==> config.mk <==
export PLATFORM = sky130hd
export DESIGN_NAME = snake_dir_arbiter_flat
export DESIGN_NICKNAME = d
export VERILOG_FILES = /design/src/rtl/snake_dir_arbiter_pkg.sv /design/src/rtl/snake_dir_arbiter_if.sv /design/src/rtl/snake_dir_arbiter_btn_rise_detect.sv /design/src/rtl/snake_dir_arbiter.sv /design/src/flat_wrapper.sv
export SDC_FILE = /design/constraint.sdc
export NUM_CORES = 1
export LEC_CHECK = 0
export CAP_MARGIN = 20
export CORE_AREA = 2 2 73 47
export CTS_CLUSTER_DIAMETER = 120
export DETAILED_ROUTE_END_ITERATION = 12
export DIE_AREA = 0 0 75 49
export PLACE_DENSITY = 0.65
export SYNTH_ARGS = -nofsm -noshare
export SYNTH_HDL_FRONTEND = slang
export SYNTH_HIERARCHICAL = 1
export SYNTH_SLANG_ARGS = --single-unit
==> constraint.sdc <==
create_clock -name clk -period 2.8 [get_ports clk]
set_input_delay 0.56 -clock clk [delete_from_list [all_inputs] [get_ports clk]]
set_output_delay 0.56 -clock clk [all_outputs]
set_load 0.03 [all_outputs]
==> src/rtl/snake_dir_arbiter_pkg.sv <==
// Shared definitions for the snake steering arbiter: heading encoding,
// relative-turn helpers and the request-source tag used by the arbiter.
package snake_dir_arbiter_pkg;

  typedef logic [1:0] dir_t;

  localparam dir_t DIR_UP    = 2'd0;
  localparam dir_t DIR_RIGHT = 2'd1;
  localparam dir_t DIR_DOWN  = 2'd2;
  localparam dir_t DIR_LEFT  = 2'd3;

  typedef enum logic [1:0] {
    REQ_NONE  = 2'd0,
    REQ_BTN   = 2'd1,
    REQ_BRAIN = 2'd2
  } req_src_t;

  // Headings are ordered clockwise, so turns are 2-bit wrapping adds.
  function automatic dir_t turn_cw(input dir_t d);
    return d + 2'd1;
  endfunction

  function automatic dir_t turn_ccw(input dir_t d);
    return d - 2'd1;
  endfunction

  function automatic dir_t opposite(input dir_t d);
    return d + 2'd2;
  endfunction

endpackage

==> src/rtl/snake_dir_arbiter_if.sv <==
// Steering bus between the input decoders (master) and the arbiter (slave).
interface snake_dir_arbiter_if
  import snake_dir_arbiter_pkg::*;
#(
  parameter int DROP_CNT_W = 8
);
  logic                  game_tick;
  logic                  brain_en;
  logic                  brain_left;
  logic                  brain_right;
  logic                  btn_up;
  logic                  btn_right;
  logic                  btn_down;
  logic                  btn_left;
  dir_t                  dir;
  logic                  dir_changed;
  logic                  pend_valid;
  logic [DROP_CNT_W-1:0] drop_cnt;

  modport master (
    output game_tick, brain_en, brain_left, brain_right,
    output btn_up, btn_right, btn_down, btn_left,
    input  dir, dir_changed, pend_valid, drop_cnt
  );

  modport slave (
    input  game_tick, brain_en, brain_left, brain_right,
    input  btn_up, btn_right, btn_down, btn_left,
    output dir, dir_changed, pend_valid, drop_cnt
  );
endinterface

==> src/rtl/snake_dir_arbiter_btn_rise_detect.sv <==
// Button rising-edge detector: registers the 4 debounced button levels and
// emits a 1-cycle pulse per button on the cycle its level first goes high.
module btn_rise_detect (
  input  logic       clk,
  input  logic       rst,
  input  logic [3:0] i_lvl,
  output logic [3:0] o_rise
);
  logic [3:0] r_lvl;

  // Remember last cycle's level; cleared so a held button re-fires after reset.
  always_ff @(posedge clk) begin
    if (!rst) r_lvl <= 4'b0000;
    else      r_lvl <= i_lvl;
  end

  assign o_rise = i_lvl & ~r_lvl;
endmodule

==> src/rtl/snake_dir_arbiter.sv <==
// Snake steering arbiter: merges relative EEG turn pulses and absolute button
// presses into one buffered turn, commits it on game_tick, rejects reversals
// and counts rejected requests (saturating).
// Optional feature macro: DIR_ARB_LOCKOUT_EN -- after an accepted button turn,
// brain pulses are ignored for LOCKOUT_CYCLES cycles.
module snake_dir_arbiter
  import snake_dir_arbiter_pkg::*;
#(
  parameter logic [31:0] LOCKOUT_CYCLES = 32'd50_000_000,
  parameter int          DROP_CNT_W     = 8
) (
  input logic                 clk,
  input logic                 rst,
  snake_dir_arbiter_if.slave  bus
);

  dir_t                  r_dir;
  dir_t                  r_pend;
  logic                  r_pend_valid;
  logic                  r_dir_changed;
  logic [DROP_CNT_W-1:0] r_drop_cnt;

  logic [3:0] w_rise;
  logic       w_btn_req;
  dir_t       w_btn_tgt;
  dir_t       w_nxt;
  dir_t       w_base;
  logic       w_brain_ok;
  req_src_t   w_src;
  dir_t       w_tgt;
  logic       w_brain_both;
  logic       w_reject;
  logic       w_accept;
  logic       w_commit;

  btn_rise_detect u_rise (
    .clk    (clk),
    .rst    (rst),
    .i_lvl  ({bus.btn_left, bus.btn_down, bus.btn_right, bus.btn_up}),
    .o_rise (w_rise)
  );

`ifdef DIR_ARB_LOCKOUT_EN
  logic [31:0] r_lockout;

  // Brain-ignore window: reloaded by every accepted button turn, counts down to 0.
  always_ff @(posedge clk) begin
    if (!rst)                         r_lockout <= 32'd0;
    else if (w_accept && w_btn_req)   r_lockout <= LOCKOUT_CYCLES - 32'd1;
    else if (r_lockout != 32'd0)      r_lockout <= r_lockout - 32'd1;
  end

  assign w_brain_ok = bus.brain_en && (r_lockout == 32'd0);
`else
  logic w_unused_lockout;
  assign w_unused_lockout = ^LOCKOUT_CYCLES;
  assign w_brain_ok       = bus.brain_en;
`endif

  // Simultaneous button edges resolve UP > RIGHT > DOWN > LEFT; losers vanish.
  always_comb begin
    w_btn_req = 1'b1;
    w_btn_tgt = DIR_UP;
    if      (w_rise[0]) w_btn_tgt = DIR_UP;
    else if (w_rise[1]) w_btn_tgt = DIR_RIGHT;
    else if (w_rise[2]) w_btn_tgt = DIR_DOWN;
    else if (w_rise[3]) w_btn_tgt = DIR_LEFT;
    else                w_btn_req = 1'b0;
  end

  // nxt is the heading the snake will have after this cycle; relative turns
  // apply to the newest intent (pending turn if any, else the current heading).
  assign w_commit = bus.game_tick && r_pend_valid;
  assign w_nxt    = w_commit ? r_pend : r_dir;
  assign w_base   = bus.game_tick ? w_nxt : (r_pend_valid ? r_pend : r_dir);

  // Pick this cycle's single request; a button press silently beats the brain.
  always_comb begin
    w_src        = REQ_NONE;
    w_tgt        = w_btn_tgt;
    w_brain_both = 1'b0;
    if (w_btn_req) begin
      w_src = REQ_BTN;
    end else if (w_brain_ok) begin
      if (bus.brain_left && bus.brain_right) begin
        w_brain_both = 1'b1;
      end else if (bus.brain_right) begin
        w_src = REQ_BRAIN;
        w_tgt = turn_cw(w_base);
      end else if (bus.brain_left) begin
        w_src = REQ_BRAIN;
        w_tgt = turn_ccw(w_base);
      end
    end
  end

  assign w_reject = (w_src != REQ_NONE) && (w_tgt == opposite(w_nxt));
  assign w_accept = (w_src != REQ_NONE) && !w_reject;

  // Pending buffer (1-deep, last wins) and heading commit on game_tick.
  always_ff @(posedge clk) begin
    if (!rst) begin
      r_dir         <= DIR_RIGHT;
      r_pend        <= DIR_RIGHT;
      r_pend_valid  <= 1'b0;
      r_dir_changed <= 1'b0;
    end else begin
      r_dir_changed <= w_commit && (r_pend != r_dir);
      if (w_commit) r_dir <= r_pend;
      if (w_accept) begin
        r_pend       <= w_tgt;
        r_pend_valid <= 1'b1;
      end else if (bus.game_tick) begin
        r_pend_valid <= 1'b0;
      end
    end
  end

  // Saturating count of reversals and ambiguous (both-way) brain pulses.
  always_ff @(posedge clk) begin
    if (!rst)
      r_drop_cnt <= '0;
    else if ((w_reject || w_brain_both) && (r_drop_cnt != {DROP_CNT_W{1'b1}}))
      r_drop_cnt <= r_drop_cnt + DROP_CNT_W'(1);
  end

  assign bus.dir         = r_dir;
  assign bus.dir_changed = r_dir_changed;
  assign bus.pend_valid  = r_pend_valid;
  assign bus.drop_cnt    = r_drop_cnt;

endmodule

==> src/flat_wrapper.sv <==
// flat-port wrapper written by rule: the top's interface ports become plain ports
module snake_dir_arbiter_flat import snake_dir_arbiter_pkg::*;
#(
  parameter logic [31:0] LOCKOUT_CYCLES = 32'd50_000_000,
  parameter int          DROP_CNT_W     = 8
)
  (clk, rst, bus_game_tick, bus_brain_en, bus_brain_left, bus_brain_right, bus_btn_up, bus_btn_right, bus_btn_down, bus_btn_left, bus_dir, bus_dir_changed, bus_pend_valid, bus_drop_cnt);
  snake_dir_arbiter_if #(.DROP_CNT_W(DROP_CNT_W)) bus_i ();
  input logic clk;
  input logic rst;
  input wire logic [$bits(bus_i.game_tick)-1:0] bus_game_tick;
  input wire logic [$bits(bus_i.brain_en)-1:0] bus_brain_en;
  input wire logic [$bits(bus_i.brain_left)-1:0] bus_brain_left;
  input wire logic [$bits(bus_i.brain_right)-1:0] bus_brain_right;
  input wire logic [$bits(bus_i.btn_up)-1:0] bus_btn_up;
  input wire logic [$bits(bus_i.btn_right)-1:0] bus_btn_right;
  input wire logic [$bits(bus_i.btn_down)-1:0] bus_btn_down;
  input wire logic [$bits(bus_i.btn_left)-1:0] bus_btn_left;
  output wire logic [$bits(bus_i.dir)-1:0] bus_dir;
  output wire logic [$bits(bus_i.dir_changed)-1:0] bus_dir_changed;
  output wire logic [$bits(bus_i.pend_valid)-1:0] bus_pend_valid;
  output wire logic [$bits(bus_i.drop_cnt)-1:0] bus_drop_cnt;
  assign bus_i.game_tick = bus_game_tick;
  assign bus_i.brain_en = bus_brain_en;
  assign bus_i.brain_left = bus_brain_left;
  assign bus_i.brain_right = bus_brain_right;
  assign bus_i.btn_up = bus_btn_up;
  assign bus_i.btn_right = bus_btn_right;
  assign bus_i.btn_down = bus_btn_down;
  assign bus_i.btn_left = bus_btn_left;
  assign bus_dir = bus_i.dir;
  assign bus_dir_changed = bus_i.dir_changed;
  assign bus_pend_valid = bus_i.pend_valid;
  assign bus_drop_cnt = bus_i.drop_cnt;
  snake_dir_arbiter #(.LOCKOUT_CYCLES(LOCKOUT_CYCLES), .DROP_CNT_W(DROP_CNT_W)) u_core (.clk(clk), .rst(rst), .bus(bus_i));
endmodule
Word level (Yosys, flattened, before mapping):

Cells that the tools add are included.

* bitwise operators: 2
* add/sub/neg operators: 4
* muxes and demuxes: 26
* reductions and logical operators: 10
* equality and inequality tests: 3

Operator list (count)
* $mux 2: 17
* $mux 1: 9
* $add 8x1->8 const B: 1
* $ne 8x8->1 const B: 1
* $logic_and 1x1->1: 6
* $and 4x4->4: 1
* $not 4->4: 1
* $reduce_bool 2->1: 2
* $add 2x1->2 const B: 1
* $add 2x2->2 const B: 1
* $eq 2x2->1: 1
* $ne 2x2->1: 1
* $sub 2x1->2 const B: 1
* $logic_not 1->1: 1
* $logic_or 1x1->1: 1

* register bits: 18
* output and inout bits: 12

Depth between registers and ports, before layout:

* word-level depth: 16
* mapped depth: 7
* mapped depth without buffers: 7

Hierarchy:

The synthesis kept the hierarchy.

By module, submodules not included
* snake_dir_arbiter: cells an instance 123, instances 1, seq. area each 280.3 um2, area each 1042.2 um2
* btn_rise_detect: cells an instance 12, instances 1, seq. area each 80.1 um2, area each 130.1 um2

Worst setup path after synthesis:

No wires, ideal clock.

* path type: input port to flip-flop
* start: input bus_btn_right
* end: register u_core.r_pend[0]
* data required time: 2.679 ns
* data arrival time: 2.160 ns
* path buffers: 0
* stages: 7
* path slack: 0.519 ns
* setup time: 0.121 ns
* path through: nor2b_1 -> nor4b_4 -> and2_1 -> a31o_2 -> a211oi_4 -> o21ai_2 -> mux2_4

* cells in the longest elaborated chain, start to end: 12
* elaborated cells on any way between the ends: 16

RTL lines
* from (decl): RTL line flat_wrapper.sv:16 `input wire logic [$bits(bus_i.btn_right)-1:0] bus_btn_right;`
* $and 4x4->4 *: RTL line snake_dir_arbiter_btn_rise_detect.sv:17 `assign o_rise = i_lvl & ~r_lvl;`
* $mux 2: RTL line snake_dir_arbiter.sv:65 `else if (w_rise[1]) w_btn_tgt = DIR_RIGHT;`
* $mux 2: RTL line snake_dir_arbiter.sv:64 `if (w_rise[0]) w_btn_tgt = DIR_UP;`
* $mux 2: RTL line snake_dir_arbiter.sv:90 `end else if (bus.brain_left) begin`
* $mux 2: RTL line snake_dir_arbiter.sv:87 `end else if (bus.brain_right) begin`
* $mux 2: RTL line snake_dir_arbiter.sv:85 `if (bus.brain_left && bus.brain_right) begin`
* $mux 2: RTL line snake_dir_arbiter.sv:84 `end else if (w_brain_ok) begin`
* $mux 2: RTL line snake_dir_arbiter.sv:82 `if (w_btn_req) begin`
* $eq 2x2->1: RTL line snake_dir_arbiter.sv:97 `assign w_reject = (w_src != REQ_NONE) && (w_tgt == opposite(w_nxt));`
* $logic_and 1x1->1: RTL line snake_dir_arbiter.sv:97
* $logic_not 1->1: RTL line snake_dir_arbiter.sv:98 `assign w_accept = (w_src != REQ_NONE) && !w_reject;`
* $logic_and 1x1->1: RTL line snake_dir_arbiter.sv:98
* to (signal assigned): RTL line snake_dir_arbiter.sv:111 `r_pend <= w_tgt;`
* to (decl): RTL line snake_dir_arbiter.sv:18 `dir_t r_pend;`

Every way passes the cells marked *; elsewhere a longest branch is shown, timed or not.
A chain may end at the register's enable or synchronous reset.

Worst setup path after layout:

* start: input bus_btn_right
* end: register u_core.r_drop_cnt[5] (netlist: u_core/bus.drop_cnt[5])

* cells in the longest elaborated chain, start to end: 12
* elaborated cells on any way between the ends: 17

RTL lines
* $and 4x4->4 *: RTL line snake_dir_arbiter_btn_rise_detect.sv:17
* named net u_core.w_rise[1]: RTL line snake_dir_arbiter.sv:23 `logic [3:0] w_rise;`
* $mux 2: RTL line snake_dir_arbiter.sv:65
* $mux 2: RTL line snake_dir_arbiter.sv:64
* $mux 2: RTL line snake_dir_arbiter.sv:90
* $mux 2: RTL line snake_dir_arbiter.sv:87
* $mux 2: RTL line snake_dir_arbiter.sv:85
* $mux 2: RTL line snake_dir_arbiter.sv:84
* $mux 2: RTL line snake_dir_arbiter.sv:82
* $eq 2x2->1: RTL line snake_dir_arbiter.sv:97
* $logic_and 1x1->1: RTL line snake_dir_arbiter.sv:97
* $logic_or 1x1->1 *: RTL line snake_dir_arbiter.sv:123 `else if ((w_reject || w_brain_both) && (r_drop_cnt != {DROP_CNT_W{1'b1}}))`
* $logic_and 1x1->1 *: RTL line snake_dir_arbiter.sv:123
* to (signal assigned): RTL line snake_dir_arbiter.sv:124 `r_drop_cnt <= r_drop_cnt + DROP_CNT_W'(1);`
* to (decl): RTL line snake_dir_arbiter.sv:21 `logic [DROP_CNT_W-1:0] r_drop_cnt;`

Mark *: on every way through the listed nets, which the timed path passes. The rest lies on a longest branch.

==> impl_metrics.ini <==
[detailed_routing]
drc_errors = 0
drt_pre_antenna_iters = 4
drt_iter0_drc = 99
vias = 1078
ant_nets = 0
viasPerCell = 5.13
drt_wl_total_um = 2630
wl_per_cell_um = 12.5

[global_routing]
grtUsageTotal_pct = 15.7
grt_max_degree = 19
busiest_layer = met1
grt_util_met1_pct = 23.4
antenna_found_initial = 0
grt_pass1_vias = 966
grt_pass1_wl_um = 4440
gr-total-overflow = 0
met2_usage_pct = 22.1
grt_util_met3_pct = 5.79

[place]
dp_hpwl_um = 2060
port_buffers = 21
gp_congestion = 0.840
post-place-cells = 207

[worst_hold_path]
min_from = u_core/bus.drop_cnt[7]
hold_class = flop to flop

[cells_and_area]
area_growth_pct = 30.4
finish.utilization_pct = 49.9
n_antenna_cell = 0
final_layout_size_suffix_gt1_share_pct = 13.3
stdcell_count = 210
mostFrequentLayoutCell = clkdlybuf4s50_1
final_cell_mix = clkdlybuf4s50_1 (21), dfxtp_1 (18), nand2_1 (17), mux2i_1 (10)
layout.nets = 179

[timing]
setup_viol = 0
worst_pin_slew_ps = 338
finalWorstPathRequiredPeriod_ps = 2560
relSlewSlack_pct = 76.9
post-route-period-util_pct = 91.4
rsz0062_at_grt = no
skew_ps = 5.11
maxSlewViolCount = 0
hold_viol = 0
fmax_mhz = 391

[setup_path]
startpoint_type = input port
cp-startpoint = bus_btn_right
cp-end-kind = flop
crit_type = input port to flop
critical_path.max_fanout = 5
r2r_start = u_core/bus.pend_valid
arrival_ps = 2700
required_ps = 2940

[floorplanning]
pin_count = 22
core_um2 = 3060
die_area_um2 = 3680
start_util_pct = 38.3
row_count = 16
die_w_um = 75
die_h_um = 49

[clock_network]
ctsRootBufferMaster = clkbuf_8
hold_buffers = 0
post_cts_resize_count = 0
cts_buffers = 3
cts_tree = built
clock_path_buffers = 2
cts.sinks = 18
post_cts_buffers = 0
htreeDepth = 1
clk_latency_ps = 250
path_clk_slew_ps = 70

[yosys]
ys.warnings.count = 6
postSynthRegisterBits = 18
ys_types = 43
syn-num-nets = 147
yosysSeqAreaShare_pct = 30.7
synth-edff-count = 0
netlist_area_um2 = 1170
yosys_most_used_dff = dfxtp_1
postSynth.asyncResetShare_pct = 0
syn_avg_cell_area_um2 = 8.68
syn_inst = 135

[job]
drv_cap = 0

[status]
outcome = finished clean

[power]
irDropWorstVdd_mv = 0.159
p_per_area_nw_per_um2 = 414
p_leak_nw = 0.584
==> worst paths after layout <==
path,slack (ps),depth (start not counted),end
worst max-delay path,240,9,u_core/bus.drop_cnt[5]
worst min register to register,490,2,u_core/bus.drop_cnt[7]
worst max register to register,710,6,u_core/bus.drop_cnt[2]
worst min-delay path,490,2,u_core/bus.drop_cnt[7]
==> cells in the mapped netlist (2+ instances only) <==
| master | number | area share, % |
|---|---|---|
| a21o_1 | 2 | 1.3 |
| nand3_1 | 9 | 3.8 |
| nand2b_1 | 9 | 4.8 |
| dfxtp_1 | 18 | 31 |
| nor2_1 | 7 | 2.2 |
| and2_1 | 8 | 4.3 |
| o22ai_1 | 3 | 1.6 |
| nand2_1 | 17 | 5.4 |
| xnor2_1 | 4 | 3.0 |
| inv_1 | 4 | 1.3 |
| a211oi_1 | 2 | 1.3 |
| a21oi_1 | 3 | 1.3 |
| mux2i_1 | 10 | 8.5 |
| clkbuf_1 | 2 | 0.64 |
| o21ai_0 | 2 | 0.85 |
| and4_1 | 2 | 1.5 |
| ha_1 | 2 | 2.1 |
| and3_1 | 2 | 1.1 |
| nor2b_1 | 5 | 2.7 |
==> report_power, final <==
part | total, mW | leakage, nW | switching [mW] | internal (mW)
registers | 0.286 | 0.147 | 0.0165 | 0.269
logic | 0.171 | 0.415 | 0.0857 | 0.0850
clock network | 0.177 | 0.0216 | 0.0817 | 0.0956
==> worst max-delay path, stage by stage <==
cell and delay [ps]:
clkdlybuf4s50_1 460, nor2b_1 330, nor4b_4 110, and2_1 200, a31o_2 270, a211oi_4 330, buf_4 200, o22ai_1 110
mux2i_1 140
==> layout make-up <==
class | instances | area, µm²
Clock buffer | 3 | 41.3
Fill cell | 307 | 1530
Inverter | 4 | 15.0
Multi-Input combinational cell | 110 | 778
Sequential cell | 18 | 360
Tap cell | 45 | 56.3
Timing Repair Buffer | 30 | 278
==> cell families (layout without fill, tap and decap cells) <==
kind of cell	Yosys count	in the layout	synth area share, %
buf+inv	7	37	2.88
compound gates	26	26	18.9
mux	12	12	10.8
xor+xnor	4	4	2.99
fa+ha+maj	2	2	2.13
flops	18	18	30.7
simple gates	66	66	31.6
==> registers in the layout, indices dropped and copies added, names as in the netlist <==
register                count
u_core/bus.dir_changed      1
u_core/u_rise/r_lvl         4
u_core/r_pend               2
u_core/bus.dir              2
u_core/bus.drop_cnt         8
u_core/bus.pend_valid       1
==> metal layers <==
| metal | part of all wire (%) | wire (µm) |
|---|---|---|
| met4 | 0.57 | 15 |
| met2 | 41 | 1070 |
| met3 | 6.5 | 170 |
| met1 | 52 | 1370 |
| met5 | 0 | 0 |
==> stage by stage <==
stage / worst slack (ps) / total power [mW] / hold slack (ps) / TNS (ps) / area, µm²
floorplan: 519 / 0.400 / 488 / 0 / 1170
global placement: -10.8 / 0.455 / 468 / -20.4 / 1490
detailed placement: -19.7 / 0.460 / 481 / -30.8 / 1490
CTS: 248 / 0.639 / 491 / 0 / 1530
global route: 89.3 / 0.670 / 527 / 0 / 1530
finish: 240 / 0.634 / 491 / 0 / 1530
Note: power is estimated with default switching activity, not from simulation.
